[config.mk]
export PLATFORM = sky130hd
export DESIGN_NAME = pipelined_shift_unit
export DESIGN_NICKNAME = d
export VERILOG_FILES = /design/src/rtl/pipelined_shift_unit_pkg.sv /design/src/rtl/pipelined_shift_unit_shift_stage.sv /design/src/rtl/pipelined_shift_unit.sv
export SDC_FILE = /design/constraint.sdc
export NUM_CORES = 1
export LEC_CHECK = 0
export ABC_AREA = 1
export BUFFER_PORTS_ARGS = -buffer_cell sky130_fd_sc_hd__buf_2
export CAP_MARGIN = 15
export CORE_AREA = 4 4 98 54
export DETAILED_ROUTE_END_ITERATION = 10
export DIE_AREA = 0 0 102 58
export HOLD_SLACK_MARGIN = 0.03
export PLACE_DENSITY = 0.67
export SLEW_MARGIN = 20
export SYNTH_ARGS = -nofsm -noshare
export SYNTH_HDL_FRONTEND = slang
export SYNTH_HIERARCHICAL = 1
export SYNTH_SLANG_ARGS = --single-unit
[constraint.sdc]
create_clock -name clk -period 1.4 [get_ports clk]
set_input_delay 0.14 -clock clk [delete_from_list [all_inputs] [get_ports clk]]
set_output_delay 0.14 -clock clk [all_outputs]
set_load 0.005 [all_outputs]
[src/rtl/pipelined_shift_unit_pkg.sv]
// Shared shift-mode encodings and sizing helpers for pipelined_shift_unit.
package pipelined_shift_unit_pkg;

  typedef enum logic [1:0] {
    MODE_LSL = 2'd0,
    MODE_LSR = 2'd1,
    MODE_ASR = 2'd2,
    MODE_ROR = 2'd3
  } shift_mode_e;

  function automatic int unsigned clog2(input int unsigned n);
    int unsigned r;
    r = 0;
    while ((64'd1 << r) < 64'(n)) r++;
    return r;
  endfunction

  // Pipeline depth in cycles: one register per reg_every stages, one after the last.
  function automatic int unsigned latency(input int unsigned width, input int unsigned reg_every);
    int unsigned l;
    l = (clog2(width) + reg_every - 1) / reg_every;
    return (l == 0) ? 1 : l;
  endfunction

endpackage

[src/rtl/pipelined_shift_unit_shift_stage.sv]
// One log-shifter stage: conditionally shifts by 2^k in the selected mode.
// Sticky tracking is built only when PIPELINED_SHIFT_UNIT_STICKY_EN is defined.
module pipelined_shift_unit_shift_stage
  import pipelined_shift_unit_pkg::*;
#(
  parameter int unsigned width = 8,
  parameter int unsigned k     = 0
) (
  input  logic [width-1:0] data_i,
  input  shift_mode_e      mode_i,
  input  logic             en_i,
`ifdef PIPELINED_SHIFT_UNIT_STICKY_EN
  input  logic             sticky_i,
  output logic             sticky_o,
`endif
  output logic [width-1:0] data_o
);

  localparam int unsigned Dist = 1 << k;

  logic [width-1:0] shifted;

  always_comb begin
    shifted = data_i;
    unique case (mode_i)
      MODE_LSL: shifted = data_i << Dist;
      MODE_LSR: shifted = data_i >> Dist;
      MODE_ASR: shifted = $signed(data_i) >>> Dist;
      MODE_ROR: shifted = (data_i >> Dist) | (data_i << (width - Dist));
    endcase
  end

  assign data_o = en_i ? shifted : data_i;

`ifdef PIPELINED_SHIFT_UNIT_STICKY_EN
  // Bits falling off the right end of this stage.
  localparam logic [width-1:0] LowMask = {{(width - Dist){1'b0}}, {Dist{1'b1}}};

  assign sticky_o = sticky_i | (en_i && (mode_i == MODE_LSR || mode_i == MODE_ASR) &&
                                (|(data_i & LowMask)));
`endif

endmodule

[src/rtl/pipelined_shift_unit.sv]
// Pipelined barrel shifter (LSL/LSR/ASR/ROR) with a valid/ready stream interface.
// Defining PIPELINED_SHIFT_UNIT_STICKY_EN adds the o_sticky output and its logic.
module pipelined_shift_unit
  import pipelined_shift_unit_pkg::*;
#(
  parameter int unsigned  width     = 8,
  parameter int unsigned  reg_every = 1,
  localparam int unsigned NumStages = clog2(width)
) (
  input  logic                 clk,
  input  logic                 rst,
  input  logic                 i_valid,
  output logic                 i_ready,
  input  logic [width-1:0]     i_bits,
  input  logic [NumStages-1:0] i_shift,
  input  logic [1:0]           i_mode,
  output logic                 o_valid,
  input  logic                 o_ready,
`ifdef PIPELINED_SHIFT_UNIT_STICKY_EN
  output logic                 o_sticky,
`endif
  output logic [width-1:0]     o_bits
);

  localparam int unsigned Latency = latency(width, reg_every);

  if (width < 2 || reg_every < 1 || Latency < 1) begin : g_param_check
    $error("pipelined_shift_unit: width must be >= 2 and reg_every >= 1");
  end

  logic stall;
  assign stall   = o_valid & ~o_ready;
  assign i_ready = ~stall;

  // ROR by an amount >= width wraps once; i_shift < 2*width so one subtraction is enough.
  logic [NumStages-1:0] pre_shift;
  always_comb begin
    pre_shift = i_shift;
    if (shift_mode_e'(i_mode) == MODE_ROR && 32'(i_shift) >= width) begin
      pre_shift = i_shift - NumStages'(width);
    end
  end

  for (genvar k = 0; k < NumStages; k++) begin : g_stage
    localparam bit IsReg = ((k + 1) % reg_every == 0) || (k == NumStages - 1);

    logic [width-1:0]     in_data, data_d, p_data;
    shift_mode_e          in_mode, p_mode;
    logic [NumStages-1:0] in_shift, p_shift;
    logic                 in_valid, p_valid;
`ifdef PIPELINED_SHIFT_UNIT_STICKY_EN
    logic                 in_sticky, sticky_d, p_sticky;
`endif

    if (k == 0) begin : g_first
      assign in_data  = i_bits;
      assign in_mode  = shift_mode_e'(i_mode);
      assign in_shift = pre_shift;
      assign in_valid = i_valid;
`ifdef PIPELINED_SHIFT_UNIT_STICKY_EN
      assign in_sticky = 1'b0;
`endif
    end else begin : g_next
      assign in_data  = g_stage[k-1].p_data;
      assign in_mode  = g_stage[k-1].p_mode;
      assign in_shift = g_stage[k-1].p_shift;
      assign in_valid = g_stage[k-1].p_valid;
`ifdef PIPELINED_SHIFT_UNIT_STICKY_EN
      assign in_sticky = g_stage[k-1].p_sticky;
`endif
    end

    pipelined_shift_unit_shift_stage #(
      .width (width),
      .k     (k)
    ) u_stage (
      .data_i   (in_data),
      .mode_i   (in_mode),
      .en_i     (in_shift[k]),
`ifdef PIPELINED_SHIFT_UNIT_STICKY_EN
      .sticky_i (in_sticky),
      .sticky_o (sticky_d),
`endif
      .data_o   (data_d)
    );

    if (IsReg) begin : g_reg
      logic [width-1:0]     data_q;
      shift_mode_e          mode_q;
      logic [NumStages-1:0] shift_q;
      logic                 valid_q;
`ifdef PIPELINED_SHIFT_UNIT_STICKY_EN
      logic                 sticky_q;
`endif

      // Whole pipe holds while the output is stalled; bubbles advance otherwise.
      always_ff @(posedge clk) begin
        if (rst) begin
          valid_q  <= 1'b0;
          data_q   <= '0;
          mode_q   <= MODE_LSL;
          shift_q  <= '0;
`ifdef PIPELINED_SHIFT_UNIT_STICKY_EN
          sticky_q <= 1'b0;
`endif
        end else if (!stall) begin
          valid_q  <= in_valid;
          data_q   <= data_d;
          mode_q   <= in_mode;
          shift_q  <= in_shift;
`ifdef PIPELINED_SHIFT_UNIT_STICKY_EN
          sticky_q <= sticky_d;
`endif
        end
      end

      assign p_data  = data_q;
      assign p_mode  = mode_q;
      assign p_shift = shift_q;
      assign p_valid = valid_q;
`ifdef PIPELINED_SHIFT_UNIT_STICKY_EN
      assign p_sticky = sticky_q;
`endif
    end else begin : g_comb
      assign p_data  = data_d;
      assign p_mode  = in_mode;
      assign p_shift = in_shift;
      assign p_valid = in_valid;
`ifdef PIPELINED_SHIFT_UNIT_STICKY_EN
      assign p_sticky = sticky_d;
`endif
    end
  end

  assign o_valid = g_stage[NumStages-1].p_valid;
  assign o_bits  = g_stage[NumStages-1].p_data;
`ifdef PIPELINED_SHIFT_UNIT_STICKY_EN
  assign o_sticky = g_stage[NumStages-1].p_sticky;
`endif

endmodule

==> flow_summary.toml <==
[status]
status = "complete, no violations"

[run]
cap_violations = 0

[layout]
utilization_pct = 54.4
nNetsFinal = 395
drive_gt1_share_pct = 15.6
nFillCells = 479
n_antenna_cell = 0
area_delta_synth_final_pct = 13.5

[die]
ios = 27
core_area_sq_um = 4340
start_util_pct = 48.0
num_rows = 17
die_y_um = 58
die-area_sq_um = 5920
die_w_um = 102

[detailed_routing]
drc = 0
drt-total-wl_um = 4510
ant_nets = 0
avgViaCountPerCell = 4.68
drt_pass1_iterations = 4
vias = 2039
drt_iter0_markers = 90
wl_per_cell_um = 10.4

[worst_setup_path]
required_ps = 1260
crit_family = "flip-flops"
arrival_ps = 1130
critPathSlowestCell = "dfxtp_1"
path_class = "flip-flop to primary output"
crit_fanout = 35
cp.depth = 3
path_buf_inv = 2
crit_path_end_kind = "primary output"
worst_setup_path_start_kind = "flip-flop"
crit_chain = "buf_12 > nand2_1 > buf_2"
critPathMaxStageDelay_ps = 390
rr_worst_depth = 7

[sta]
fmax_ghz = 0.788
hold_viol = 0
tns_ps = 0
period_share_pct = 90.6
worstMarginPinSlew_ps = 480
rsz0062_at_grt = "no"
maxSlewHeadroom_pct = 68.0
setup_viol = 0
post-route-min-period_ps = 1270
drv_slew = 0
fin_worst_skew_ps = 6.75

[clock_tree]
clkTransAtPathRegs_ps = 60
ctsHtreeMaxLevel = 2
cts_buffers = 5
clock_path_buffers = 2
cts_setup_buffers = 0
insertion_delay_ps = 290
ctsHoldBuffers = 1
postCtsResizedCells = 0
cts_tree = "yes"
cts.sink_count = 34
cts-root-buf = "clkbuf_8"

[pwr]
power_density_nw_per_um2 = 982
p_leak_nw = 1.13
ir_drop_uv = 383

[yosys]
ys_ff_latch = 34
synth_nets = 371
synth_warnings = 6
async_flop_share_pct = 0
synth-edff-count = 0
syn-cell-area_sq_um = 2080
synth_cells = 354
synth_area_per_cell_sq_um = 5.88
synth_cell_type_count = 19
synth-main-ff-cell = "dfxtp_1"
yosysSeqAreaShare_pct = 32.7

[placement]
portBuffers = 26
hpwlAfterDp_um = 3080
place.gp.congestion = 0.824

[global_route]
grt_pass1_vias = 1743
overflow = 0
antenna_found_initial = 0
grt_use_total_pct = 16.1
grt_max_degree = 36
grt_pass1_wl_um = 7680

[worst_hold_path]
hp-class = "input pin to flip-flop"
worstHoldPathCells = 3
[stage by stage]
stage / total power [mW] / hold WS (ps) / setup slack [ps] / cell area, sq um / std cells
floorplan: 1.45 / 209 / 411 / 2080 / 354
global placement: 1.57 / 319 / 294 / 2260 / 427
detailed placement: 1.58 / 320 / 289 / 2260 / 427
CTS: 2.35 / 71.9 / 115 / 2360 / 436
global route: 2.48 / 79.7 / 65.3 / 2360 / 436
finish: 2.32 / 77.2 / 131 / 2360 / 436
[final timing paths]
kind / slack, ps / to / startpoint
min reg2reg: 460 / o_valid / g_stage[1].g_reg.valid_q
max: 130 / i_ready / o_valid
max reg2reg: 230 / o_bits[4] / g_stage[1].g_reg.mode_q[1]
min: 80 / g_stage[0].g_reg.valid_q / i_valid
[synthesized netlist by cell type (2+ instances only)]
cell type	n	share of area (%)
inv_1	49	8.8
inv_2	9	1.6
nor2_1	73	13
clkbuf_1	2	0.36
buf_2	6	1.4
o21ai_1	10	2.4
buf_4	3	1.1
nor2_4	4	2.2
nand2_1	86	16
nand2_2	2	0.60
nor2_2	2	0.60
dfxtp_1	34	33
nand3_1	59	14
o21ai_0	7	1.7
buf_6	4	2.2
[cells by family (layout without fill, tap and decap cells)]
logic type      after synthesis  count (layout)  share of synthesized area [%]
simple gates                228             228                           47.3
buf+inv                      74              99                           15.7
flops                        34              34                           32.7
compound gates               18              18                           4.33
[layer usage]
metal  routed length (um)  part of all wire (%)  GRT usage, %
met5                    0                     0             0
met4                   55                   1.2          6.17
met3                  324                   7.2          4.33
met2                 1920                    43          25.8
met1                 2210                    49          20.8
[tightest hold or removal path: stages]
cell,delay (ps)
buf_2,80
nor2_1,30
nor2_1,80
[placed cells by master, fill, tap and decap left out, drive strengths merged]
| cell type | netlist | layout |
|---|---|---|
| clkinvlp | 0 | 1 |
| a21oi | 1 | 1 |
| nand2 | 89 | 89 |
| nor2 | 79 | 79 |
| clkinv | 0 | 1 |
| dfxtp | 34 | 34 |
| o21ai | 17 | 17 |
| nand3 | 60 | 60 |
| inv | 58 | 58 |
| buf | 14 | 32 |
| clkbuf | 2 | 6 |
| dlygate4sd3 | 0 | 1 |
[state kept, by name, indices dropped and copies added, names as in the netlist]
| signal | cells |
|---|---|
| g_stage.g_reg.valid_q | 2 |
| o_valid | 1 |
| o_bits | 8 |
| g_stage.g_reg.mode_q | 4 |
| g_stage.g_reg.data_q | 16 |
| g_stage.g_reg.shift_q | 3 |
[layout make-up]
cell class	instances	area (sq um)	share of cell area (%)
multi-input cells	246	1070	45.5
clock inverters	2	12.5	0.530
flip-flops and latches	34	681	28.8
clock buffers	6	82.6	3.50
inverters	58	218	9.22
repair buffers	33	223	9.43
well taps	57	71.3	3.02
[where the power goes]
part           leakage [nW]  switching (mW)  total, mW  internal [mW]
clock network        0.0472           0.361      0.755          0.395
registers             0.280          0.0719       1.11           1.04
logic                 0.801           0.265      0.450          0.185
(Power assumes the default switching activity.)
